File: src/rtl/pattern_scan_gen.sv
// Scan-bar test pattern for the 2-half RGB LED matrix: a BAR_W-thick bar bounces or wraps along rows or columns.
// Build option PATTERN_SCAN_MIRROR_EN adds a second bar mirrored about the axis centre.
module pattern_scan_gen #(
    parameter int EFFECT_TIMER = 100_000,
    parameter int BAR_W        = 1,
    localparam int GL_NUM_ROW_PIXELS = 32,
    localparam int GL_NUM_COL_PIXELS = 64
) (
    input  logic                           clk_in,
    input  logic                           n_reset_in,
    input  logic                           enable_in,
    input  logic [2:0]                     colour_in,
    input  logic [1:0]                     mode_in,
    output logic [6*GL_NUM_COL_PIXELS-1:0] row_out,
    output logic [3:0]                     row_address_out,
    output logic                           sweep_done_out
);
    // row_out packing, MSB first: bot_b, bot_g, bot_r, top_b, top_g, top_r; bit c of a field = column c
    localparam int N  = GL_NUM_COL_PIXELS;
    localparam int PW = $clog2(GL_NUM_COL_PIXELS) + 1;
    localparam int TW = $clog2(EFFECT_TIMER + 1);
    localparam logic [PW-1:0] POS_MAX_V = PW'(GL_NUM_ROW_PIXELS - BAR_W);
    localparam logic [PW-1:0] POS_MAX_H = PW'(GL_NUM_COL_PIXELS - BAR_W);
    localparam logic [PW-1:0] HALF      = PW'(GL_NUM_ROW_PIXELS / 2);

    if (BAR_W < 1 || BAR_W >= GL_NUM_ROW_PIXELS) begin : g_bad_bar_w
        $error("pattern_scan_gen: BAR_W must satisfy 1 <= BAR_W < GL_NUM_ROW_PIXELS");
    end
    if (EFFECT_TIMER < 1) begin : g_bad_timer
        $error("pattern_scan_gen: EFFECT_TIMER must be >= 1");
    end

    typedef enum logic {DIR_UP, DIR_DOWN} dir_t;

    logic [TW-1:0] timer;
    logic          tick;
    logic [PW-1:0] pos, pos_nxt, pos_max;
    dir_t          dir, dir_nxt;
    logic [1:0]    mode_q, mode_nxt;
    logic          done_nxt;
    logic [3:0]    addr_cnt;
    logic          top_hit, bot_hit;
    logic [N-1:0]  col_hit, mask_top, mask_bot;
    logic [6*N-1:0] row_nxt;
`ifdef PATTERN_SCAN_MIRROR_EN
    logic [PW-1:0] mpos;
`endif

    function automatic logic bar_hit(input logic [PW-1:0] p, input logic [PW-1:0] idx);
        return (idx >= p) && (idx < p + PW'(BAR_W));
    endfunction

    assign tick    = enable_in && (timer == TW'(EFFECT_TIMER));
    assign pos_max = mode_q[0] ? POS_MAX_H : POS_MAX_V;

    always_ff @(posedge clk_in) begin
        if (!n_reset_in) begin
            timer <= '0;
        end else if (enable_in) begin
            timer <= tick ? '0 : timer + 1'b1;
        end
    end

    // Bar motion: a mode change restarts the sweep instead of stepping
    always_comb begin
        pos_nxt  = pos;
        dir_nxt  = dir;
        mode_nxt = mode_q;
        done_nxt = 1'b0;
        if (tick) begin
            if (mode_in != mode_q) begin
                mode_nxt = mode_in;
                pos_nxt  = '0;
                dir_nxt  = DIR_UP;
            end else if (mode_q[1]) begin
                if (pos == pos_max) begin
                    pos_nxt  = '0;
                    done_nxt = 1'b1;
                end else begin
                    pos_nxt = pos + 1'b1;
                end
            end else begin
                if (dir == DIR_UP) begin
                    if (pos == pos_max) begin
                        dir_nxt = DIR_DOWN;
                        pos_nxt = pos - 1'b1;
                    end else begin
                        pos_nxt = pos + 1'b1;
                    end
                end else begin
                    if (pos == '0) begin
                        dir_nxt = DIR_UP;
                        pos_nxt = PW'(1);
                    end else begin
                        pos_nxt = pos - 1'b1;
                    end
                end
                done_nxt = (pos_nxt == '0) || (pos_nxt == pos_max);
            end
        end
    end

    always_ff @(posedge clk_in) begin
        if (!n_reset_in) begin
            pos    <= '0;
            dir    <= DIR_UP;
            mode_q <= 2'b00;
        end else begin
            pos    <= pos_nxt;
            dir    <= dir_nxt;
            mode_q <= mode_nxt;
        end
    end

    always_comb begin
        top_hit = bar_hit(pos, PW'(addr_cnt));
        bot_hit = bar_hit(pos, PW'(addr_cnt) + HALF);
        col_hit = '0;
        for (int c = 0; c < N; c++) begin
            col_hit[c] = bar_hit(pos, PW'(c));
        end
`ifdef PATTERN_SCAN_MIRROR_EN
        mpos    = pos_max - pos;
        top_hit = top_hit | bar_hit(mpos, PW'(addr_cnt));
        bot_hit = bot_hit | bar_hit(mpos, PW'(addr_cnt) + HALF);
        for (int c = 0; c < N; c++) begin
            col_hit[c] = col_hit[c] | bar_hit(mpos, PW'(c));
        end
`endif
        mask_top = mode_q[0] ? col_hit : {N{top_hit}};
        mask_bot = mode_q[0] ? col_hit : {N{bot_hit}};
        row_nxt  = {mask_bot & {N{colour_in[2]}}, mask_bot & {N{colour_in[1]}}, mask_bot & {N{colour_in[0]}},
                    mask_top & {N{colour_in[2]}}, mask_top & {N{colour_in[1]}}, mask_top & {N{colour_in[0]}}};
    end

    // Stage p1: registered outputs, one cycle behind addr_cnt/pos
    always_ff @(posedge clk_in) begin
        if (!n_reset_in) begin
            addr_cnt        <= '0;
            row_address_out <= '0;
            row_out         <= '0;
            sweep_done_out  <= 1'b0;
        end else begin
            addr_cnt        <= addr_cnt + 1'b1;
            row_address_out <= addr_cnt;
            row_out         <= row_nxt;
            sweep_done_out  <= done_nxt;
        end
    end
endmodule

File: config.mk
export PLATFORM = sky130hd
export DESIGN_NAME = pattern_scan_gen
export DESIGN_NICKNAME = d
export VERILOG_FILES = /design/src/rtl/pattern_scan_gen.sv
export SDC_FILE = /design/constraint.sdc
export NUM_CORES = 1
export LEC_CHECK = 0
export BUFFER_PORTS_ARGS = -buffer_cell sky130_fd_sc_hd__buf_2
export CAP_MARGIN = 10
export CORE_UTILIZATION = 40
export DETAILED_ROUTE_END_ITERATION = 10
export SLEW_MARGIN = 20
export SYNTH_ARGS = -nofsm -noshare
export SYNTH_HDL_FRONTEND = slang
export SYNTH_SLANG_ARGS = --single-unit
export TNS_END_PERCENT = 5
File: constraint.sdc
create_clock -name clk_in -period 7.55 [get_ports clk_in]
set_clock_uncertainty 0.05 [all_clocks]
set_input_delay 1.51 -clock clk_in [delete_from_list [all_inputs] [get_ports clk_in]]
set_output_delay 1.51 -clock clk_in [all_outputs]
set_load 0.05 [all_outputs]
==> summary.md <==
| Metric | Value |
|---|---|
| Element type at the critical path end | `flip-flop` |
| Most instantiated cells after synthesis | `420 x dfxtp_1, 251 x nor2_1, 201 x nor3_1` |
| Most area-consuming cells after synthesis | `dfxtp_1 62%, nor3_1 7.4%, nor2_1 6.9%` |
| Post-route DRC | `0` |
| Total CTS buffers | `42` |
| Share of Yosys cell area claimed by the top area cell type | `between 60 and 70%` |
| Post-CTS resize count | `0` |
| Fin nets | `1,768` |
| Mapped Nets | `1,413` |
| Tmin final | `around 4.9 ns` |
| CP bufs+invs | `2` |
| Critical path arrival | `5.31 ns` |
| Setup bufs post-CTS | `0` |
| Distinct cell type count after synthesis | `63` |
| RSZ-0062 raised after global routing | `no` |
| Total power | `0.005035 W` |
| Crit path top cell by count | `ha_1` |
| Core area | `about 33,000 sq um` |
| Max Fclk | `205.1 MHz` |
| Placed Area | `15,910 sq um` |
| Power per cell area | `around 290 nW/um^2` |
| Slew @ Worst Pin | `about 1.2 ns` |
| Die height | `186.2 microns` |
| Root Driver | `clkbuf_16` |
| Critical path cell sequence | `ha_1 -> ha_1 -> inv_1 -> ha_1 -> o21a_1 -> o21a_1 -> o311ai_1 -> o2111ai_4 -> buf_4 -> nor2_1` |
| Htree depth | `2` |
| Hold slack | `~0.43 ns` |
| First DRT Iteration DRCs | `between 900 and 1,000` |
| WL final | `47.27 mm` |
| VDD IR max | `around 0.16 mV` |
| Die W | `186.2 microns` |
| DRT Pass-1 Iters | `6` |
| Die Footprint | `about 35,000 sq um` |
| Clock sinks | `420` |
| Gate Count Post-Synth | `~1,400` |
| Final setup violation count | `0` |
| WL per Instance | `about 21 microns` |
| Design area | `between 15,000 and 20,000 sq um` |
| Status | `finished, final reports clean` |
| Max Buffers Root-to-Sink | `3` |
| CP top delay family | `compound AO/OA/AOI/OAI gates` |
| Final period util | `64.59%` |
| Worst EP required | `7.99 ns` |
| Layout cells sized above 1 | `between 20% and 30%` |
| Antenna fix cells | `0` |
| Mean Syn Cell Area | `9.782 sq um` |
| Most frequent cell after synthesis | `dfxtp_1` |
| Worst reg-to-reg setup slack | `between 2 and 3 ns` |
| Boundary Pins | `397` |
| Synth area leader | `dfxtp_1` |
| CTS clock-pin slew for the worst setup and hold paths | `around 0.060 ns` |
| Layout fillers | `3,154` |
| Area Growth Syn to Fin | `27.51%` |
| Slew margin rel. | `between 20 and 25%` |
| Hold crit path type | `reg -> reg` |
| First-pass GRT wire length | `roughly 70 mm` |
| Number of flops mapped to enable cells by yosys | `0` |
| Vias per Instance | `5.242` |
| Synthesized flop and latch total | `420` |
| Max stage delay on crit path | `approximately 0.8 ns` |
| Vias in the first global route | `roughly 11,000` |
| Top_reg_cell synth | `dfxtp_1` |
| Pin count of the biggest net entering global routing | `approximately 110` |
| Port bufs | `approximately 400` |
| Crit path max-delay cell type | `o311ai_1` |
| Post-synthesis cell area | `about 14,000 sq um` |
| Final Hold Fails | `0` |
| Fin cells | `around 2,200` |
| P_leak | `a little over 8 nW` |
| Hold Buf Count CTS | `0` |
| GR Overflow Total | `0` |
| Row count | `67` |
| Fin. max-slew vios | `0` |
| Sequential area share after synthesis | `61.93%` |
| Gp weighted congestion | `between 0.9 and 1` |
| Clk Latency, worst-skew pair | `~0.56 ns` |
| Setup TNS | `0 ns` |
| Cells after DPL | `approximately 2,100` |
| Async set-reset flop share out of synthesis | `0%` |
| Total GRT Usage | `about a quarter` |
| HPWL after detailed placement | `32.17 mm` |
| Crit path launch type | `flip-flop` |
| Initial core utilization | `40.59%` |
| Post-route ant nets | `0` |
| Worst Setup Path Type | `reg -> reg` |
| Crit path max fanout | `32` |
| Antenna violations before repair | `0` |
| Max-cap violations | `0` |
| Vias | `~12,000` |
| CTS tree | `built` |
| Yosys Warn Count | `0` |
## power breakdown
group / leakage [nW] / total (W) / internal [W] / switching [W]
logic: 4.05 / 0.000606 / 0.000108 / 0.000499
clock network: 0.674 / 0.00209 / 0.00121 / 0.000879
registers: 3.41 / 0.00234 / 0.00231 / 0.0000252
total: 8.14 / 0.00504 / 0.00363 / 0.00140
## worst register-to-register path: stages, from the launching register on
cell	delay (ns)
dfxtp_1	0.67
ha_1	0.47
ha_1	0.51
inv_1	0.25
ha_1	0.33
o21a_1	0.11
o21a_1	0.20
o311ai_1	0.80
o2111ai_4	0.73
buf_4	0.51
nor2_1	0.19
## stage by stage
step,utilization [%],worst slack (ns)
floorplan,-,4.146
global placement,47.56,2.916
detailed placement,47.56,2.694
CTS,51.75,2.672
global route,51.76,2.389
finish,51.76,2.674
## path summary, 6_finish.rpt
kind / start / to / depth (start not counted)
worst max-delay path: pos[0] / row_out[248] / 10
worst min-delay path: addr_cnt[0] / addr_cnt[0] / 1
worst max register to register: pos[0] / row_out[248] / 10
worst min register to register: addr_cnt[0] / addr_cnt[0] / 1
## routing by layer
metal	vias to the layer above	wire (microns)	part of all wire, %	global-route usage (%)
li1	5472	-	-	-
met1	5559	19800	42	33.54
met2	527	22560	48	43.61
met3	84	3595	7.6	5.627
met4	0	1315	2.8	8.918
met5	-	0	0	0
## sequential cells by signal, summed over array words and instances, names as in the netlist
signal	cells
mode_q	2
row_out	384
timer	17
addr_cnt	4
pos	7
row_address_out	4
dir	1
sweep_done_out	1
## layout by cell type, fill, tap and decap left out, types with 16 or more instances in the layout
| cell | n |
|---|---|
| nand2_1 | 35 |
| ha_1 | 17 |
| clkbuf_16 | 42 |
| buf_4 | 18 |
| nor3_1 | 201 |
| a31oi_1 | 26 |
| nor2_1 | 251 |
| o21ai_0 | 35 |
| xor2_1 | 16 |
| buf_2 | 396 |
| a21oi_1 | 39 |
| dfxtp_1 | 420 |
| o31a_1 | 24 |
| nand3_1 | 25 |
## area by class of cell
class / instances / area [sq um] / area share, %
flip-flops and latches: 420 / 8408 / 48.57
multi-input cells: 850 / 4768 / 27.54
repair buffers: 414 / 2117 / 12.23
clock buffers: 58 / 1181 / 6.823
well taps: 448 / 560.5 / 3.238
clock inverters: 16 / 220.2 / 1.272
inverters: 15 / 56.30 / 0.3252
## kinds of logic after synthesis
group	synth area share (%)
xor gates and xnor gates	1.806
muxes	0.6175
buffers and inverters	3.484
adders and majority gates	1.567
DFF	61.93
and+or+nand+nor	20.64
AOI/OAI and AO/OA	9.953
Note: power is estimated with default switching activity, not from simulation.
